### src/rtl/if_fetch_pkg.sv
// Shared widths, the NOP word and the fetch FSM encodings.
// Imported by the fetch stage and by the pipeline latches.
package if_fetch_pkg;
    localparam int INST_ADDR_W = 32;
    localparam int INST_DATA_W = 32;
    localparam logic [INST_DATA_W-1:0] NOP = '0;

    typedef enum logic [1:0] {
        S_RUN  = 2'd0,
        S_DROP = 2'd1,
        S_HOLD = 2'd2
    } state_t;
endpackage

### src/rtl/if_fetch_if.sv
// Instruction-memory request/response bus: one request at a time, req/ready handshake.
// A transfer happens on the edge where req && ready.
interface if_fetch_if #(
    parameter int ADDR_W = 32,
    parameter int DATA_W = 32
);
    logic              req;
    logic [ADDR_W-1:0] addr;
    logic              ready;
    logic [DATA_W-1:0] rdata;

    modport master (output req, output addr, input ready, input rdata);
    modport slave  (input req, input addr, output ready, output rdata);
endinterface

### src/rtl/if_fetch_if_id_reg.sv
// Generic pipeline latch {pc_plus4, inst, valid}; bubble beats load, otherwise it holds.
// A bubble is always valid=0 with a NOP instruction.
module if_id_reg
    import if_fetch_pkg::*;
#(
    parameter int ADDR_W = INST_ADDR_W,
    parameter int DATA_W = INST_DATA_W
) (
    input  logic              clk,
    input  logic              rst,
    input  logic              load,
    input  logic              bubble,
    input  logic [ADDR_W-1:0] d_pc_plus4,
    input  logic [DATA_W-1:0] d_inst,
    output logic [ADDR_W-1:0] pc_plus4,
    output logic [DATA_W-1:0] inst,
    output logic              valid
);
    logic [ADDR_W-1:0] pc_plus4_p1;
    logic [DATA_W-1:0] inst_p1;
    logic              vld_p1;

    // IF -> ID stage boundary
    always_ff @(posedge clk) begin
        if (rst || bubble) begin
            pc_plus4_p1 <= '0;
            inst_p1     <= DATA_W'(NOP);
            vld_p1      <= 1'b0;
        end else if (load) begin
            pc_plus4_p1 <= d_pc_plus4;
            inst_p1     <= d_inst;
            vld_p1      <= 1'b1;
        end
    end

    assign pc_plus4 = pc_plus4_p1;
    assign inst     = inst_p1;
    assign valid    = vld_p1;
endmodule

### src/rtl/if_fetch.sv
// Instruction-fetch stage: owns the PC, issues one memory request at a time, and feeds
// the IF/ID latch while absorbing wait states, decode stalls and redirects.
module if_fetch
    import if_fetch_pkg::*;
#(
    parameter int                ADDR_W   = INST_ADDR_W,
    parameter int                DATA_W   = INST_DATA_W,
    parameter logic [ADDR_W-1:0] RESET_PC = '0
) (
    input  logic              clk,
    input  logic              rst,
    input  logic              stall,
    input  logic              redirect,
    input  logic [ADDR_W-1:0] redirect_pc,
    if_fetch_if.master        imem,
    output logic [ADDR_W-1:0] id_pc_plus4,
    output logic [DATA_W-1:0] id_inst,
    output logic              id_valid
);
    state_t            state, state_n;
    logic [ADDR_W-1:0] pc, pc_n, tgt_pc, tgt_n, pc_inc;
    logic [ADDR_W-1:0] buf_pc_plus4;
    logic [DATA_W-1:0] buf_inst;
    logic              buf_we, xfer;
    logic              lat_load, lat_bubble;
    logic [ADDR_W-1:0] lat_pc_plus4;
    logic [DATA_W-1:0] lat_inst;

    assign pc_inc    = pc + ADDR_W'(4);
    assign imem.req  = !rst && (state != S_HOLD);
    assign imem.addr = pc;
    assign xfer      = imem.req && imem.ready;

    always_ff @(posedge clk) begin
        if (rst) begin
            state <= S_RUN;
            pc    <= RESET_PC;
        end else begin
            state <= state_n;
            pc    <= pc_n;
        end
    end

    // Buffer contents need no reset: they are only meaningful in S_HOLD.
    always_ff @(posedge clk) begin
        tgt_pc <= tgt_n;
        if (buf_we) begin
            buf_pc_plus4 <= pc_inc;
            buf_inst     <= imem.rdata;
        end
    end

    always_comb begin
        state_n      = state;
        pc_n         = pc;
        tgt_n        = tgt_pc;
        buf_we       = 1'b0;
        lat_load     = 1'b0;
        lat_bubble   = 1'b0;
        lat_pc_plus4 = pc_inc;
        lat_inst     = imem.rdata;
        if (redirect) begin
            lat_bubble = 1'b1;
            // The outstanding address must stay put until the memory answers.
            if (state == S_HOLD || xfer) begin
                pc_n    = redirect_pc;
                state_n = S_RUN;
            end else begin
                tgt_n   = redirect_pc;
                state_n = S_DROP;
            end
        end else begin
            unique case (state)
                S_RUN: begin
                    if (xfer) begin
                        pc_n = pc_inc;
                        if (stall) begin
                            buf_we  = 1'b1;
                            state_n = S_HOLD;
                        end else begin
                            lat_load = 1'b1;
                        end
                    end else begin
                        lat_bubble = !stall;
                    end
                end
                S_DROP: begin
                    lat_bubble = !stall;
                    if (xfer) begin
                        pc_n    = tgt_pc;
                        state_n = S_RUN;
                    end
                end
                S_HOLD: begin
                    if (!stall) begin
                        lat_load     = 1'b1;
                        lat_pc_plus4 = buf_pc_plus4;
                        lat_inst     = buf_inst;
                        state_n      = S_RUN;
                    end
                end
                default: state_n = S_RUN;
            endcase
        end
    end

    if_id_reg #(.ADDR_W(ADDR_W), .DATA_W(DATA_W)) u_if_id (
        .clk        (clk),
        .rst        (rst),
        .load       (lat_load),
        .bubble     (lat_bubble),
        .d_pc_plus4 (lat_pc_plus4),
        .d_inst     (lat_inst),
        .pc_plus4   (id_pc_plus4),
        .inst       (id_inst),
        .valid      (id_valid)
    );
endmodule

### src/flat_wrapper.sv
// flat-port wrapper written by rule: the top's interface ports become plain ports
module if_fetch_flat import if_fetch_pkg::*;
#(
    parameter int                ADDR_W   = INST_ADDR_W,
    parameter int                DATA_W   = INST_DATA_W,
    parameter logic [ADDR_W-1:0] RESET_PC = '0
)
  (clk, rst, stall, redirect, redirect_pc, id_pc_plus4, id_inst, id_valid, imem_req, imem_addr, imem_ready, imem_rdata);
  if_fetch_if #(.ADDR_W(ADDR_W), .DATA_W(DATA_W)) imem_i ();
  input  logic clk;
  input  logic rst;
  input  logic stall;
  input  logic redirect;
  input  logic [ADDR_W-1:0] redirect_pc;
  output logic [ADDR_W-1:0] id_pc_plus4;
  output logic [DATA_W-1:0] id_inst;
  output logic id_valid;
  output wire logic [$bits(imem_i.req)-1:0] imem_req;
  output wire logic [$bits(imem_i.addr)-1:0] imem_addr;
  input wire logic [$bits(imem_i.ready)-1:0] imem_ready;
  input wire logic [$bits(imem_i.rdata)-1:0] imem_rdata;
  assign imem_req = imem_i.req;
  assign imem_addr = imem_i.addr;
  assign imem_i.ready = imem_ready;
  assign imem_i.rdata = imem_rdata;
  if_fetch #(.ADDR_W(ADDR_W), .DATA_W(DATA_W), .RESET_PC(RESET_PC)) u_core (.clk(clk), .rst(rst), .stall(stall), .redirect(redirect), .redirect_pc(redirect_pc), .imem(imem_i), .id_pc_plus4(id_pc_plus4), .id_inst(id_inst), .id_valid(id_valid));
endmodule
### config.mk
export PLATFORM = sky130hd
export DESIGN_NAME = if_fetch_flat
export DESIGN_NICKNAME = d
export VERILOG_FILES = /design/src/rtl/if_fetch_pkg.sv /design/src/rtl/if_fetch_if.sv /design/src/rtl/if_fetch_if_id_reg.sv /design/src/rtl/if_fetch.sv /design/src/flat_wrapper.sv
export SDC_FILE = /design/constraint.sdc
export NUM_CORES = 1
export LEC_CHECK = 0
export CORE_ASPECT_RATIO = 2
export CORE_MARGIN = 4
export CORE_UTILIZATION = 25
export DETAILED_ROUTE_END_ITERATION = 7
export GPL_ROUTABILITY_DRIVEN = 0
export SYNTH_ARGS = -nofsm -noshare
export SYNTH_HDL_FRONTEND = slang
export SYNTH_SLANG_ARGS = --single-unit
### constraint.sdc
create_clock -name clk -period 9.51 [get_ports clk]
set_input_delay 1.4265 -clock clk [delete_from_list [all_inputs] [get_ports clk]]
set_output_delay 1.4265 -clock clk [all_outputs]
set_load 0.05 [all_outputs]
### Word-level counts from Yosys, hierarchy flattened

Index checks and enable logic that the tools add are counted.

| operators by class | value |
|---|---|
| add/subtract/negate cells | 1 |
| equal/unequal tests | 8 |
| multiplexer cells | 29 |
| bitwise operators | 1 |
| reductions and logical operators | 11 |

Operator list:

| operator | count |
|---|---|
| 2-to-1 mux 32 bit | 10 |
| one-hot mux 32 bit (2 select lines) | 1 |
| adder 32 x 3 -> 32 bit, second input constant | 1 |
| 2-to-1 mux 1 bit | 10 |
| 2-to-1 mux 2 bit | 5 |
| AND reduction 4 bit | 2 |
| != test 3 x 2 -> 1 bit, second input constant | 2 |
| != test 3 bit, second input constant | 2 |
| one-hot mux 2 bit (3 select lines) | 1 |
| one-hot mux 1 bit (2 select lines) | 2 |
| nonzero test 3 bit | 1 |
| equality test 2 x 1 -> 1 bit, second input constant | 1 |
| equality test 2 bit, second input constant | 1 |
| logical AND 1 bit | 2 |
| zero test 1 bit | 2 |
| zero test 2 bit | 1 |
| logical OR 1 bit | 2 |
| != test 2 x 1 -> 1 bit, second input constant | 1 |
| != test 2 bit, second input constant | 1 |
| AND reduction 2 bit | 1 |
| inverter 1 bit | 1 |

| storage, ports and cells | value |
|---|---|
| register bits after elaboration | 195 |
| input port bits | 69 |
| word-level logic and storage cells | 58 |

### Depth between registers and ports, before layout

| depth | value |
|---|---|
| depth after elaboration | 7 |
| gate-level depth with buffers | 9 |

### Modules after synthesis

Synthesis repeated with hierarchy kept, for this count alone.

| second synthesis, totals | value |
|---|---|
| cells, all modules | 787 |
| area, all modules | 8800.9 sq um |

Modules (own cells, without submodules):

| module | instances | cells an instance | area an instance (sq um) | seq. area each (sq um) |
|---|---|---|---|---|
| if_fetch | 1 | 577 | 6461.2 | 3563.4 |
| if_id_reg | 1 | 210 | 2339.7 | 1301.2 |

### Worst setup path before layout

Ideal clock, no wire load.

| path | value |
|---|---|
| path type | in2reg |
| start point | input port rst |
| end point | register u_core.buf_inst[0], enable pin |
| library setup time | 0.427 ns |
| arrival time | 3.533 ns |
| required time | 9.083 ns |
| setup slack | 5.549 ns |
| stages | 4 |
| path buffers | 2 |
| cells stage by stage | clkbuf_1 > inv_1 > clkbuf_1 > and4_1 |

| between the ends | value |
|---|---|
| word-level cells in the longest chain between the ends | 6 |

Ends and longest elaborated chain:

| element | RTL line | RTL |
|---|---|---|
| from (decl) | flat_wrapper.sv:11 | `input logic rst;` |
| zero test 1 bit | if_fetch.sv:30 | `assign imem.req = !rst && (state != S_HOLD);` |
| logical AND 1 bit | if_fetch.sv:30 |  |
| logical AND 1 bit | if_fetch.sv:32 | `assign xfer = imem.req && imem.ready;` |
| 2-to-1 mux 1 bit | if_fetch.sv:75 | `if (xfer) begin` |
| 2-to-1 mux 1 bit | if_fetch.sv:73 | `unique case (state)` |
| 2-to-1 mux 1 bit | if_fetch.sv:62 | `if (redirect) begin` |
| named net u_core.buf_we | if_fetch.sv:24 | `logic buf_we, xfer;` |
| to (signal assigned) | if_fetch.sv:49 | `buf_inst <= imem.rdata;` |
| to (decl) | if_fetch.sv:23 | `logic [DATA_W-1:0] buf_inst;` |

The timed path passes the listed nets, and every way through them passes these cells.
A chain may end at the register's enable or synchronous reset.

### Worst setup path in the final report

| path | value |
|---|---|
| start point | input port rst |
| end point | output port imem_req |

| between the ends | value |
|---|---|
| word-level cells in the longest chain between the ends | 2 |

Ends and longest elaborated chain:

| element | RTL line | RTL |
|---|---|---|
| zero test 1 bit | if_fetch.sv:30 |  |
| logical AND 1 bit | if_fetch.sv:30 |  |
| to (decl) | flat_wrapper.sv:18 | `output wire logic [$bits(imem_i.req)-1:0] imem_req;` |

Every way passes these cells.

==> flow_metrics.py <==
metrics = {
    "die": {
        "rows": 94,
        "start_util": 0.2536,
        "die_y_um": 266.5,
        "dieArea_um2": 36570,
        "pin_count": 167,
        "die_width_um": 137.2,
        "coreArea_um2": 32930,
    },
    "timing": {
        "max_slew_margin": 0.2802,
        "final-max-slew-violation-count": 0,
        "hold_viol_final": 0,
        "setup_viol": 0,
        "setup-tns-final_ns": 0,
        "fin_skew_ns": 0.008064,
        "period_needed_ns": 4.204,
        "rsz0062_at_grt": "no",
        "min_period_over_period": 0.4421,
        "hold_slack_ns": 0.4538,
        "max_freq_mhz": 237.9,
        "max_slew.worst_pin.slew_ns": 1.080,
    },
    "synthesis": {
        "synthMostInstantiatedCell": "nand2_1",
        "synth_top_area_cell": "edfxtp_1",
        "synth_cell_types": 59,
        "syn_area_per_cell_um2": 10.23,
        "synthTopCellsByArea": "edfxtp_1 (35%), dfxtp_1 (24%), nand2_1 (6.0%)",
        "yosys-top-cells-count": "nand2_1 (134), dfxtp_1 (99), edfxtp_1 (96)",
        "synth_edf_count": 96,
        "netlist_instances": 816,
        "synth_seq_cells": 195,
        "synth-main-ff-cell": "dfxtp_1",
        "async_flop_share": 0,
        "yosysSeqAreaShare": 0.5826,
        "syn-num-nets": 886,
        "synthDominantCellAreaShare": 0.3452,
        "netlist_area_um2": 8351,
        "synth_warnings": 0,
    },
    "route": {
        "routed_via_density": 4.851,
        "drc": 0,
        "first_pass_iters": 5,
        "routed_wl_um": 25820,
        "postRouteAntennaNets": 0,
        "vias": 6743,
        "wl_per_cell_um": 18.57,
        "first_iter_violations": 465,
    },
    "flow_run": {
        "maxCapViolations": 0,
    },
    "final_layout": {
        "antenna_cells": 0,
        "drive_gt1_frac": 0.06054,
        "regArea_um2": 4865,
        "fillerInstances": 3396,
        "area_growth_pct": 31.30,
        "multi_input_area_um2": 3198,
        "design_area_um2": 10960,
        "nNetsFinal": 1015,
    },
    "clock_network": {
        "clk_latency_ns": 0.45,
        "root_buffer": "clkbuf_16",
        "cts_resized": 0,
        "clkSinkCount": 195,
        "cts_tree": "built",
        "htreeDepth": 4,
        "cts_buffers": 17,
        "ctsHoldBuffers": 0,
        "clk_pin_slew_ns": 0.07,
        "post_cts_buffers": 0,
        "cts_buffer_depth": 2,
    },
    "place": {
        "placed_cell_area_um2": 10420,
        "numPortBuffers": 166,
        "dpl.hpwl_um": 18730,
    },
    "grt": {
        "grt-ovfl-total": 0,
        "grt_max_degree": 82,
        "grt_pass1_wl_um": 38960,
        "grt_usage": 0.1397,
        "antenna_found_initial": 0,
        "grt_pass1_vias": 6798,
    },
    "critical_path": {
        "worstPathArrival_ns": 2.78,
        "cp-start-kind": "input port",
        "crit_required_ns": 8.08,
        "crit_fanout": 2,
        "end_kind": "output pin",
        "setup.worst_path.class": "input port to output pin",
    },
    "hold_path": {
        "hold_class": "flip-flop to flip-flop",
    },
    "power_and_ir_drop": {
        "power_density_nw_per_um2": 167.1,
        "leakage_nw": 3.671,
        "ir_worst_vdd_uv": 133.9,
        "p_total_mw": 1.832,
    },
    "outcome": {
        "outcome": "complete, no violations",
    },
}
-- kinds of logic after synthesis --
| kind of cell | after synthesis | share of synthesized area |
|---|---|---|
| compound gates | 203 | 0.1704 |
| xor+xnor | 27 | 0.02832 |
| fa+ha+maj | 1 | 0.001498 |
| buf+inv | 83 | 0.04001 |
| flops | 195 | 0.5826 |
| mux | 2 | 0.002397 |
| simple gates | 305 | 0.1749 |
-- stage by stage --
| step | utilization | setup slack [ns] | instances |
|---|---|---|---|
| CTS | 0.3329 | 5.296 | 1390 |
| floorplan | - | 5.549 | 816 |
| global placement | 0.3163 | 5.227 | 1358 |
| global route | 0.3329 | 5.214 | 1390 |
| finish | 0.3329 | 5.306 | 1390 |
| detailed placement | 0.3163 | 5.169 | 1358 |
-- area by class of cell --
type / instances / share of cell area
inverter: 14 / 0.004793
tap: 432 / 0.04930
clock buffer: 22 / 0.04336
sequential: 195 / 0.4437
multi-input combinational: 538 / 0.2917
clock inverter: 10 / 0.006733
timing repair buffer: 179 / 0.1604
-- worst max-delay path, cell delays in order --
cell	delay, ns
clkdlybuf4s50_1	0.43
nor2_1	0.11
clkdlybuf4s50_1	0.81
-- metal layers --
layer	GRT usage	vias up	part of all wire	wire length (um)
met5	0	-	0	0
met4	0.06884	0	0.042	1072
li1	-	3254	-	-
met3	0.02754	54	0.042	1075
met2	0.2682	203	0.55	14290
met1	0.1386	3232	0.36	9374
-- final timing paths --
check	cells past startpoint	to	slack [ns]	from
worst max-delay path	3	imem_req	5.31	rst
worst min-delay path	2	u_core.u_if_id.pc_plus4[6]	0.45	u_core.u_if_id.pc_plus4[6]
worst max register to register	5	u_core.imem.addr[29]	6.84	u_core.state[1]
worst min register to register	2	u_core.u_if_id.pc_plus4[6]	0.45	u_core.u_if_id.pc_plus4[6]
-- layout by cell type (no fill, tap or decap), types with 14 or more instances in the layout --
cell type	instances
o21ai_0	40
clkdlybuf4s50_1	166
inv_1	14
dfxtp_1	99
edfxtp_1	96
xnor2_1	18
nor2_1	71
a311oi_1	36
clkbuf_16	18
a21oi_1	38
nand3_1	17
nand2_1	134
and3_1	16
-- sequential cells by signal (all words and copies together), names as in the netlist --
signal	cells
u_core.buf_inst	32
u_core.buf_pc_plus4	32
u_core.imem.addr	32
u_core.tgt_pc	32
u_core.u_if_id.inst	32
u_core.u_if_id.pc_plus4	32
u_core.state	2
u_core.u_if_id.valid	1
-- where the power goes --
group,internal (mW),total (mW),switching [mW]
Sequential,0.909,0.935,0.0264
Combinational,0.0782,0.211,0.132
Clock,0.359,0.686,0.327
No activity file was read; power rests on OpenSTA's default activity.
